## config.mk

```make
export PLATFORM = sky130hd
export DESIGN_NAME = load_store_unit
export DESIGN_NICKNAME = d
export VERILOG_FILES = /design/src/rtl/load_store_unit.sv
export SDC_FILE = /design/constraint.sdc
export NUM_CORES = 1
export LEC_CHECK = 0
export ABC_AREA = 1
export ABC_CLOCK_PERIOD_IN_PS = 1600
export BUFFER_PORTS_ARGS = -buffer_cell sky130_fd_sc_hd__buf_2
export CAP_MARGIN = 20
export CORE_ASPECT_RATIO = 0.5
export CORE_MARGIN = 2
export CORE_UTILIZATION = 40
export CTS_CLUSTER_DIAMETER = 200
export DETAILED_ROUTE_END_ITERATION = 8
export GPL_TIMING_DRIVEN = 0
export MAX_ROUTING_LAYER = met4
export PLACE_DENSITY = 0.67
export SETUP_SLACK_MARGIN = 0.5
export SYNTH_ARGS = -nofsm -noshare
export SYNTH_HDL_FRONTEND = slang
export SYNTH_SLANG_ARGS = --single-unit
```

## constraint.sdc

```tcl
create_clock -name clk -period 1.6 [get_ports clk]
set_input_delay 0.32 -clock clk [delete_from_list [all_inputs] [get_ports clk]]
set_output_delay 0.32 -clock clk [all_outputs]
set_load 0.02 [all_outputs]
```

## src/rtl/load_store_unit.sv

```systemverilog
// Load/store unit: valid/ready core request port to a byte-enable memory bus with lane steering,
// load extension, misalignment detection and bus timeout. Define LSU_PERF_CNT_EN to add perf counters.
module load_store_unit #(
  parameter int WORD_SIZE      = 32,
  parameter int ADDR_WIDTH     = 32,
  parameter int TIMEOUT_CYCLES = 255
) (
  input  logic                    clk,
  input  logic                    rst,
  input  logic                    req_valid,
  output logic                    req_ready,
  input  logic                    req_write,
  input  logic [1:0]              req_size,
  input  logic                    req_unsigned,
  input  logic [ADDR_WIDTH-1:0]   req_addr,
  input  logic [WORD_SIZE-1:0]    req_wdata,
  output logic                    resp_valid,
  output logic [WORD_SIZE-1:0]    resp_rdata,
  output logic [1:0]              resp_error,
  output logic                    mem_valid,
  input  logic                    mem_ready,
  output logic                    mem_write,
  output logic [ADDR_WIDTH-1:0]   mem_addr,
  output logic [WORD_SIZE/8-1:0]  mem_be,
  output logic [WORD_SIZE-1:0]    mem_wdata,
  input  logic [WORD_SIZE-1:0]    mem_rdata
`ifdef LSU_PERF_CNT_EN
  ,
  output logic [31:0]             load_count,
  output logic [31:0]             store_count,
  output logic [31:0]             error_count
`endif
);
  localparam int NB = WORD_SIZE / 8;
  localparam int OW = $clog2(NB);
  localparam int TW = (TIMEOUT_CYCLES > 0) ? $clog2(TIMEOUT_CYCLES + 1) : 1;

  typedef enum logic [1:0] {IDLE, WAIT, DONE} state_t;

  state_t                 state;
  logic [OW-1:0]          off_q;
  logic [1:0]             size_q;
  logic                   uns_q, wr_q;
  logic [WORD_SIZE-1:0]   data_q;
  logic [1:0]             err_q;
  logic [TW-1:0]          tcnt;

  logic [OW-1:0] req_off;
  logic [2:0]    align_mask;
  logic          req_illegal, req_misaligned, tmo_hit;

  function automatic logic [NB-1:0] size_mask(input logic [1:0] sz);
    for (int i = 0; i < NB; i++) size_mask[i] = (i < (1 << sz));
  endfunction

  // Sign comes from the top bit of the accessed item; bits above it are filled with it.
  function automatic logic [WORD_SIZE-1:0] extend(input logic [WORD_SIZE-1:0] s,
                                                  input logic [1:0] sz, input logic uns);
    int   nbits;
    logic sign;
    nbits = 8 << sz;
    sign  = 1'b0;
    for (int i = 0; i < WORD_SIZE; i++) if (i == nbits - 1) sign = s[i] & ~uns;
    for (int i = 0; i < WORD_SIZE; i++) extend[i] = (i < nbits) ? s[i] : sign;
  endfunction

  assign req_off        = req_addr[OW-1:0];
  assign align_mask     = (3'd1 << req_size) - 3'd1;
  assign req_illegal    = (req_size == 2'b11) && (WORD_SIZE != 64);
  assign req_misaligned = |(req_addr[2:0] & align_mask);
  // A completion in the expiry cycle is checked first, so it wins over the timeout.
  assign tmo_hit = (TIMEOUT_CYCLES != 0) &&
                   (({1'b0, tcnt} + (TW+1)'(1)) == (TW+1)'(TIMEOUT_CYCLES));

  always_ff @(posedge clk or negedge rst) begin
    if (!rst) begin
      state      <= IDLE;
      req_ready  <= 1'b1;
      resp_valid <= 1'b0;
      resp_rdata <= '0;
      resp_error <= 2'b00;
      mem_valid  <= 1'b0;
      mem_write  <= 1'b0;
      mem_addr   <= '0;
      mem_be     <= '0;
      mem_wdata  <= '0;
      off_q      <= '0;
      size_q     <= 2'b00;
      uns_q      <= 1'b0;
      wr_q       <= 1'b0;
      data_q     <= '0;
      err_q      <= 2'b00;
      tcnt       <= '0;
`ifdef LSU_PERF_CNT_EN
      load_count  <= '0;
      store_count <= '0;
      error_count <= '0;
`endif
    end else begin
      resp_valid <= 1'b0;
      case (state)
        IDLE: if (req_valid) begin
          off_q     <= req_off;
          size_q    <= req_size;
          uns_q     <= req_unsigned;
          wr_q      <= req_write;
          data_q    <= '0;
          tcnt      <= '0;
          req_ready <= 1'b0;
          if (req_illegal) begin
            err_q <= 2'b11;
            state <= DONE;
          end else if (req_misaligned) begin
            err_q <= 2'b01;
            state <= DONE;
          end else begin
            err_q     <= 2'b00;
            state     <= WAIT;
            mem_valid <= 1'b1;
            mem_write <= req_write;
            mem_addr  <= {req_addr[ADDR_WIDTH-1:OW], {OW{1'b0}}};
            mem_be    <= size_mask(req_size) << req_off;
            mem_wdata <= req_wdata << {req_off, 3'b000};
          end
        end
        WAIT: begin
          if (mem_ready) begin
            mem_valid <= 1'b0;
            if (!wr_q) data_q <= extend(mem_rdata >> {off_q, 3'b000}, size_q, uns_q);
            state <= DONE;
          end else if (tmo_hit) begin
            mem_valid <= 1'b0;
            err_q     <= 2'b10;
            state     <= DONE;
          end else begin
            tcnt <= tcnt + TW'(1);
          end
        end
        DONE: begin
          resp_valid <= 1'b1;
          resp_rdata <= data_q;
          resp_error <= err_q;
          req_ready  <= 1'b1;
          state      <= IDLE;
`ifdef LSU_PERF_CNT_EN
          if (err_q != 2'b00) begin
            if (error_count != '1) error_count <= error_count + 32'd1;
          end else if (wr_q) begin
            if (store_count != '1) store_count <= store_count + 32'd1;
          end else begin
            if (load_count != '1) load_count <= load_count + 32'd1;
          end
`endif
        end
        default: state <= IDLE;
      endcase
    end
  end
endmodule

```

==> impl_metrics.json <==
{
  "status": "complete, but fails checks",
  "failed_checks": "negative hold slack, negative setup slack",
  "reg2reg_from": "tcnt[3]",
  "clock_latency_ns": 0.44,
  "drive_above_1_share": 0.523,
  "period_share": 1.07,
  "crit_path_end_kind": "register",
  "dieArea_um2": 19200,
  "slew_headroom": 0.605,
  "io_pins": 210,
  "avgSynthCellArea_um2": 8.08,
  "clk_pin_slew_worst_paths_ns": 0.07,
  "die_h_um": 99.1,
  "hpwl_um": 15900,
  "async_flop_share": 1.00,
  "grt_setup_unrepaired": "true",
  "fp.coreArea_um2": 17500,
  "cp_max_fo": 5,
  "grt_max_degree": 95,
  "portBuffers": 206,
  "cts_max_level": 4,
  "hold_viol_final": 60,
  "nets": 1352,
  "final_util": 0.715,
  "die_w_um": 194,
  "setup_violations": 53,
  "max-clock-path-buffers": 2,
  "p_per_area_nw_per_um2": 1880,
  "antenna_found_initial": 0,
  "placed_area_um2": 8750,
  "setup_tns_ns": -2.00,
  "rr_worst_depth": 11,
  "worstMarginPinSlew_ns": 0.593,
  "setup_ws_ns": -0.113,
  "initial_core_util": 0.413,
  "grt_pass1_wl_um": 36100,
  "routed_wl_um": 26600,
  "synth_edf_count": 0,
  "ir_drop_mv": 1.11,
  "netlist_instances": 895,
  "stdcell_area_um2": 12500,
  "r2r_end": "tcnt[1]",
  "hp-class": "primary input to asynchronous set/reset pin",
  "synth.distinct_cells": 35,
  "start_kind": "register",
  "via_per_inst": 5.19,
  "area_growth_syn_to_layout_pct": 73.4,
  "cts.sinks": 154,
  "tritoncts": "done",
  "root_buffer": "clkbuf_16",
  "ys_ff_latch": 154,
  "wl_per_cell_um": 17.8,
  "synth_seq_area_share": 0.533,
  "grt_usage": 0.245,
  "post-route-min-period_ns": 1.71,
  "worstPathArrival_ns": 2.09,
  "numCtsBuffers": 17,
  "overflow": 0,
  "clock_skew_ns": 0.0114,
  "synth_ff_type": "dfrtp_1",
  "firstDrtPassIters": 6,
  "rows": 34,
  "num_vias": 7745,
  "yosysWarnings": 0,
  "drc": 0,
  "drt_iter0_markers": 470,
  "final_max_slew_viol_count": 0,
  "grt_pass1_vias": 7077,
  "path_class": "register to register",
  "ant_nets": 0,
  "synth.cell_area_um2": 7230,
  "ff2ff_setup_slack_ns": -0.11,
  "cp.required_ns": 1.97,
  "fmax_mhz": 584,
  "hold_slack_ns": -0.152,
  "leakage_nw": 6.19,
  "drv_cap": 0,
  "place_congestion": 0.922
}
routing by layer:
metal	GRT usage	wire length [um]	up-vias
met4	0.0758	637	0
met5	-	0	-
met2	0.389	13000	329
met1	0.316	11100	3772
met3	0.0548	1840	65
li1	-	-	3579
worst max-delay path, stage by stage, from the launching register on:
cell and delay (ns):
dfrtp_1 0.43, nand2_1 0.13, nor2_1 0.18, nand2_1 0.08, nand2_1 0.06, nand2_1 0.09, nor2_2 0.13, nand2_2 0.12
nand2_4 0.13, buf_8 0.14, nand3_1 0.09, nand2_1 0.07
timing repair:
action,in CTS,in global routing
setup endpoints to repair,257,257
resized for setup,64,598
cloned,3,15
endpoints found under the hold margin,60,60
pin swaps,27,65
setup buffers,18,84
cells by family (layout without fill, tap and decap cells):
logic type      after synthesis  count (layout)  share of synthesized area
compound gates              184             184                      0.135
fa+ha+maj                     5               5                    0.00865
buf+inv                     128             487                     0.0794
flops                       154             154                      0.533
mux                           8               8                     0.0111
other cells                   2               5                    0.00104
simple gates                414             414                      0.231
final cells by class:
class / instances / area [um2]
fillers: 1269 / 4990
multi-input cells: 615 / 3920
flip-flops and latches: 154 / 3860
repair buffers: 326 / 3010
plain buffers: 53 / 553
clock buffers: 17 / 425
inverters: 75 / 309
well taps: 234 / 293
clock inverters: 15 / 156
repair inverters: 1 / 11.3
diodes: 1 / 2.50
synth_stat cells, types with 5 or more instances:
library cell / instances / area (um2)
ha_1: 5 / 62.6
nand3_1: 45 / 225
nand2_1: 317 / 1190
clkbuf_1: 24 / 90.1
nor3_1: 5 / 25.0
o22ai_1: 9 / 56.3
o31ai_1: 6 / 45.0
o21ai_1: 12 / 60.1
o21ai_0: 124 / 621
inv_2: 5 / 18.8
buf_6: 9 / 101
inv_1: 69 / 259
dfrtp_1: 153 / 3830
mux2i_1: 8 / 80.1
a21oi_1: 23 / 115
buf_2: 14 / 70.1
nor2_1: 34 / 128
state kept, by name, summed over array words and instances (netlist names), 2 cells and up:
name        count
data_q         32
err_q           2
mem_addr       30
mem_be          4
mem_wdata      32
off_q           2
resp_error      2
resp_rdata     32
size_q          2
state           2
tcnt            8
worst max path at each step:
stage / from / endpoint / slack (ns) / cells after the start
floorplan: req_size[1] / mem_wdata[0] / -0.08 / 11
global placement: rst / mem_addr[17] / -2.08 / 1
detailed placement: req_size[0] / mem_wdata[23] / -0.51 / 13
CTS: tcnt[0] / state[1] / -0.04 / 12
global route: tcnt[1] / tcnt[1] / -0.23 / 12
finish: tcnt[3] / tcnt[1] / -0.11 / 11
report_power, final:
| part | total (mW) | internal (mW) | switching, mW |
|---|---|---|---|
| Combinational | 13.0 | 6.34 | 6.65 |
| Sequential | 6.51 | 5.38 | 1.14 |
| Clock | 4.09 | 2.20 | 1.89 |
| Total | 23.6 | 13.9 | 9.68 |
per-stage QoR:
| stage | power, mW | setup slack [ns] | cells |
|---|---|---|---|
| after floorplan | 10.8 | -0.0751 | 897 |
| after CTS | 17.8 | -0.0363 | 1391 |
| after detailed placement | 13.3 | -0.511 | 1338 |
| final | 23.6 | -0.113 | 1491 |
| after global routing | 24.7 | -0.232 | 1490 |
| after global placement | 13.2 | -2.08 | 1337 |
layout by cell type, fill, tap and decap left out, drive strengths merged:
| cell type | instances |
|---|---|
| dfstp | 1 |
| mux2i | 8 |
| o21ai | 137 |
| buf | 344 |
| nand3 | 46 |
| ha | 5 |
| nor2 | 36 |
| or2 | 1 |
| conb | 4 |
| o211ai | 3 |
| bufinv | 1 |
| diode | 1 |
| a21oi | 25 |
| o31ai | 6 |
| clkinvlp | 1 |
| a211oi | 2 |
| o21bai | 2 |
| dfrtp | 153 |
| nor3 | 6 |
| inv | 79 |
| nand4 | 3 |
| nand2 | 322 |
| o22ai | 9 |
| clkbuf | 52 |
| clkinv | 10 |
No activity file was read; power rests on OpenSTA's default activity.
